--- config.mk ---
export PLATFORM = sky130hd
export DESIGN_NAME = seven_segment_scanner
export DESIGN_NICKNAME = d
export VERILOG_FILES = /design/src/rtl/seven_segment_scanner.sv
export SDC_FILE = /design/constraint.sdc
export NUM_CORES = 1
export LEC_CHECK = 0
export CAP_MARGIN = 15
export CORE_MARGIN = 2
export CORE_UTILIZATION = 25
export DETAILED_ROUTE_END_ITERATION = 12
export SYNTH_ARGS = -nofsm -noshare
export SYNTH_HDL_FRONTEND = slang
export SYNTH_SLANG_ARGS = --single-unit
export TNS_END_PERCENT = 50
--- constraint.sdc ---
create_clock -name clk -period 3.5 [get_ports clk]
set_clock_uncertainty 0.15 [all_clocks]
set_input_delay 0.7 -clock clk [delete_from_list [all_inputs] [get_ports clk]]
set_output_delay 0.7 -clock clk [all_outputs]
set_load 0.03 [all_outputs]
--- src/rtl/seven_segment_scanner.sv ---
// rtl/seven_segment_scanner.sv - 4-digit common-anode seven-segment scan driver with dead-time blanking
// Optional feature macro: LEADING_ZERO_BLANK_EN (blank leading zero digits 3..1).
module seven_segment_scanner #(
  parameter int SCAN_DIV     = 10000,
  parameter int BLANK_CYCLES = 16
) (
  input  logic        clk,
  input  logic        rst,
  input  logic        enable,
  input  logic [15:0] digits_in,
  input  logic [3:0]  dp_in,
  output logic [3:0]  anode_out,
  output logic [6:0]  seg_out,
  output logic        dp_out,
  output logic [1:0]  digit_idx
);

  localparam int            CW       = (SCAN_DIV > 1) ? $clog2(SCAN_DIV) : 1;
  localparam logic [CW-1:0] CNT_LAST = CW'(SCAN_DIV - 1);

  typedef enum logic {ST_BLANK, ST_DRIVE} state_t;

  state_t        state;
  logic [CW-1:0] cnt;
  logic [15:0]   snap_digits;
  logic [3:0]    snap_dp;

  logic          snap_edge;
  logic [15:0]   cur_digits;
  logic [3:0]    cur_dp;
  logic [3:0]    cur_nib;
  logic          in_blank;
  logic          lz_blank;
  logic [6:0]    drive_seg;
  logic [3:0]    drive_anode;
  logic          drive_dp;

  // Active-low gfedcba patterns for hex digits 0..F.
  function automatic logic [6:0] decode7(input logic [3:0] n);
    case (n)
      4'h0: decode7 = 7'h40;
      4'h1: decode7 = 7'h79;
      4'h2: decode7 = 7'h24;
      4'h3: decode7 = 7'h30;
      4'h4: decode7 = 7'h19;
      4'h5: decode7 = 7'h12;
      4'h6: decode7 = 7'h02;
      4'h7: decode7 = 7'h78;
      4'h8: decode7 = 7'h00;
      4'h9: decode7 = 7'h10;
      4'hA: decode7 = 7'h08;
      4'hB: decode7 = 7'h03;
      4'hC: decode7 = 7'h46;
      4'hD: decode7 = 7'h21;
      4'hE: decode7 = 7'h06;
      default: decode7 = 7'h0E;
    endcase
  endfunction

  // The first edge of slot 0 captures the frame; on that edge the live inputs
  // stand in for the snapshot so a zero-dead-time slot 0 shows the new frame.
  assign snap_edge  = (cnt == '0) && (digit_idx == 2'd0);
  assign cur_digits = snap_edge ? digits_in : snap_digits;
  assign cur_dp     = snap_edge ? dp_in : snap_dp;

  // Select the nibble belonging to the slot in progress.
  always_comb begin
    cur_nib = cur_digits[3:0];
    case (digit_idx)
      2'd1:    cur_nib = cur_digits[7:4];
      2'd2:    cur_nib = cur_digits[11:8];
      2'd3:    cur_nib = cur_digits[15:12];
      default: cur_nib = cur_digits[3:0];
    endcase
  end

  generate
    if (BLANK_CYCLES > 0) begin : g_dead
      localparam logic [CW-1:0] BLANK_L = CW'(BLANK_CYCLES);
      assign in_blank = (cnt < BLANK_L);
    end else begin : g_no_dead
      assign in_blank = 1'b0;
    end
  endgenerate

`ifdef LEADING_ZERO_BLANK_EN
  // A digit is a leading zero when it and every digit to its left are zero.
  always_comb begin
    lz_blank = 1'b0;
    case (digit_idx)
      2'd1:    lz_blank = (cur_digits[15:4] == 12'h000);
      2'd2:    lz_blank = (cur_digits[15:8] == 8'h00);
      2'd3:    lz_blank = (cur_digits[15:12] == 4'h0);
      default: lz_blank = 1'b0;
    endcase
  end
`else
  assign lz_blank = 1'b0;
`endif

  assign drive_seg   = lz_blank ? 7'h7F : decode7(cur_nib);
  assign drive_anode = ~(4'b0001 << digit_idx);
  assign drive_dp    = ~cur_dp[digit_idx];

  // Slot counter, digit sequencer, frame snapshot and registered outputs.
  always_ff @(posedge clk or posedge rst) begin
    if (rst) begin
      cnt         <= '0;
      digit_idx   <= 2'd0;
      state       <= ST_BLANK;
      snap_digits <= 16'h0000;
      snap_dp     <= 4'h0;
      anode_out   <= 4'b1111;
      seg_out     <= 7'h7F;
      dp_out      <= 1'b1;
    end else if (!enable) begin
      cnt       <= '0;
      digit_idx <= 2'd0;
      state     <= ST_BLANK;
      anode_out <= 4'b1111;
      seg_out   <= 7'h7F;
      dp_out    <= 1'b1;
    end else begin
      if (snap_edge) begin
        snap_digits <= digits_in;
        snap_dp     <= dp_in;
      end
      if (cnt == CNT_LAST) begin
        cnt       <= '0;
        digit_idx <= digit_idx + 2'd1;
      end else begin
        cnt <= cnt + 1'b1;
      end
      if (in_blank) begin
        state     <= ST_BLANK;
        anode_out <= 4'b1111;
        seg_out   <= 7'h7F;
        dp_out    <= 1'b1;
      end else begin
        state     <= ST_DRIVE;
        anode_out <= drive_anode;
        seg_out   <= drive_seg;
        dp_out    <= drive_dp;
      end
    end
  end

endmodule
==> out/results.txt <==
# DRC: 0
Port Buf Inserts: 36
global-route wire length before repair: 9420 um
CTS Root Cell: clkbuf_8
combinational power share: 24.1%
Ys Warns: 0
Yosys reg bits: 48
CP max FO: 7
simple-gate portion of the synthesized area: 14.6%
Synth Flop Type: dfrtp_1
Core ar.: 10300 sq um
DP Area: 3160 sq um
Cell Rows: 37
design area: 3330 sq um
CTS tree: yes
clock latency on the worst-skew pair: 0.30 ns
fin crit period: 3.32 ns
detailed placement HPWL: 4240 um
internal power: 0.000939 W
Sink Count: 48
ANT cells: 0
Reg power frac: 49.1%
Longest Clk Path Bufs: 2
syn nets: 270
portion of netlist area occupied by mux cells: 17.1%
RSZ-0062 raised after global routing: no
Core Util, Final: 32.4%
most frequent cells in the layout: 36 x dfrtp_1, 36 x clkdlybuf4s50_1, 30 x nand2_1
initial antenna violation count: 0
Unique masters post-synth: 43
Tightest Pin Transition: 0.501 ns
global route total overflow: 0
crit path capture type: register
Buf/Inv on CP: 3
die height: 107 um
status: finished clean
clock-pin slew on the worst setup and hold paths: 0.09 ns
per-cell routed wire length: 13.6 um
Slew Viols, Final: 0
Die W: 107 um
clock power share: 26.8%
largest net degree at the start of global routing: 31
P&R area growth vs syn: 26.6%
worst stage delay on the critical path: 0.45 ns
power density cells: 394 nW/um^2
Slowest-stage cell, CP: a2111oi_4
Synth Area in XOR/XNOR: 4.33%
Post-synth EDFFs: 0
Starting Density: 25.6%
DR vias/cell: 4.55
Num CTS Buffers: 5
Tot GR Track Use: 10.3%
DRT Wirelength: 5670 um
# H-tree levels: 2
Critical Setup Path Class: register to register
Mapped Area: 2630 sq um
1st-pass router iterations: 4
sequential cell area fraction in the yosys report: 46.3%
via count: 1896
Psw: 0.000371 W
cell family with most CP delay: compound AO/OA/AOI/OAI gates
Avg Inst Size Synth: 11.2 sq um
CP cell instances: inv_1 > ha_1 > nor4bb_4 > and4_4 > buf_2 > buf_4 > mux2_2 > a2111oi_4 > nor2_2 > a211oi_1 > o21ai_0
Final Hold Fails: 0
setup violators final: 0
full die area: 11300 sq um
Arr. time, crit path: 3.38 ns
hold crit path type: register to register
vias in the first global route: 1886
Peak Freq: 301 MHz
Leak: 1.40 nW
# Max-Cap Violations: 0
Fillers: 1074
layout cells sized above 1: 25.6%
asr flop ratio synth: 100%
WP data required: 3.56 ns
Post-Synth Adder-Cell Area: 6.19%
nets: 316
largest family of logic cells by synthesized area: multiplexers
GPL Wtd Cong: 0.841
crit start category: register
I/O pin cnt: 37
sw frac: 28.3%
Routed Antenna Nets: 0
Iteration-0 DRC Markers: 78
compound-cell area share of the yosys netlist: 8.10%
VDD IR max: 0.182 mV
Max-Slew Margin vs Limit: 66.6%
Final Cycle Share: 95.0%
synthesized netlist cell count: 234
[final timing paths]
| path | depth (start not counted) | end | startpoint | slack (ns) |
|---|---|---|---|---|
| min in group asynchronous | 2 | snap_digits[6] | rst | 0.55 |
| max in group asynchronous | 3 | anode_out[0] | rst | 1.89 |
| setup / recovery | 11 | seg_out[3] | digit_idx[1] | 0.18 |
| hold reg to reg | 1 | cnt[0] | cnt[0] | 0.33 |
| setup reg to reg | 11 | seg_out[3] | digit_idx[1] | 0.18 |
| hold / removal | 1 | cnt[0] | cnt[0] | 0.33 |
[registers in the layout (all words and copies together) (netlist names)]
register / count
seg_out: 7
digit_idx: 2
cnt: 14
snap_dp: 4
anode_out: 4
snap_digits: 16
dp_out: 1
[cell type report]
cell class	count	area [sq um]	area share [%]
Sequential cell	48	1220	36.6
Timing Repair Buffer	47	440	13.2
Inverter	9	33.8	1.02
Multi-Input combinational cell	169	1370	41.1
Tap cell	136	170	5.11
Clock inverter	2	15.0	0.451
Clock buffer	6	82.6	2.48
[per-stage QoR]
stage	std cells	TNS, ns	total power (W)	hold WS, ns	worst slack [ns]
floorplan	234	0	0.000875	0.297	0.0346
global placement	405	0	0.000943	0.323	0.241
detailed placement	405	-0.00936	0.000951	0.325	-0.00936
CTS	413	0	0.00131	0.339	0.0434
global route	417	0	0.00139	0.362	0.0142
finish	417	0	0.00131	0.334	0.177
[power by group through the flow]
stage | combinational [W] | clock [W] | sequential [W]
after floorplan | 0.000231 | 0 | 0.000643
after global placement | 0.000293 | 0 | 0.000651
after detailed placement | 0.000298 | 0 | 0.000653
after CTS | 0.000300 | 0.000366 | 0.000642
after global routing | 0.000347 | 0.000391 | 0.000650
final | 0.000316 | 0.000352 | 0.000643
[Yosys cell counts (2+ instances only)]
| master | n | area share (%) |
|---|---|---|
| dfrtp_1 | 36 | 34 |
| nand2_1 | 31 | 4.4 |
| mux2_2 | 27 | 12 |
| nor2_1 | 18 | 2.6 |
| ha_1 | 13 | 6.2 |
| dfstp_2 | 12 | 12 |
| nand3_1 | 11 | 2.1 |
| mux2i_1 | 10 | 3.8 |
| inv_1 | 9 | 1.3 |
| xor2_1 | 8 | 2.7 |
| and3_1 | 6 | 1.4 |
| xnor2_1 | 5 | 1.7 |
| a21oi_1 | 4 | 0.76 |
| and2_1 | 4 | 0.95 |
| clkbuf_1 | 4 | 0.57 |
| o21ai_0 | 4 | 0.76 |
| o221ai_1 | 3 | 1.0 |
| a2111o_1 | 2 | 0.86 |
| a22oi_1 | 2 | 0.57 |
| mux4_2 | 2 | 1.7 |
[repair_timing]
| item | CTS | global route |
|---|---|---|
| gates cloned | 0 | 0 |
| hold buffers | 0 | 0 |
| gates resized for setup | 1 | 5 |
| setup buffers | 0 | 4 |
| pin swaps | 0 | 2 |
| endpoints found under the setup margin | 3 | 6 |
[worst register-to-register path: cells and delay by family, from the launching register on]
| kind | cells | cell delay [ns] |
|---|---|---|
| AOI/OAI and AO/OA | 3 | 0.82 |
| and+or+nand+nor | 3 | 0.80 |
| buffers and inverters | 3 | 0.51 |
| DFF | 1 | 0.38 |
| muxes | 1 | 0.38 |
| adders and majority gates | 1 | 0.20 |
[kinds of logic (layout without fill, tap and decap cells)]
group,Yosys count,after routing
and+or+nand+nor,78,78
DFF,48,48
muxes,39,39
AOI/OAI and AO/OA,26,26
buffers and inverters,17,64
adders and majority gates,13,13
xor gates and xnor gates,13,13
[routing by layer]
metal / routed length (um) / global-route usage [%] / part of all wire [%] / up-vias
li1: - / - / - / 911
met1: 2890 / 15.1 / 51 / 931
met2: 2490 / 15.6 / 44 / 48
met3: 253 / 2.51 / 4.5 / 6
met4: 39 / 1.95 / 0.69 / 0
met5: 0 / 0 / 0 / -
(Power assumes the default switching activity.)
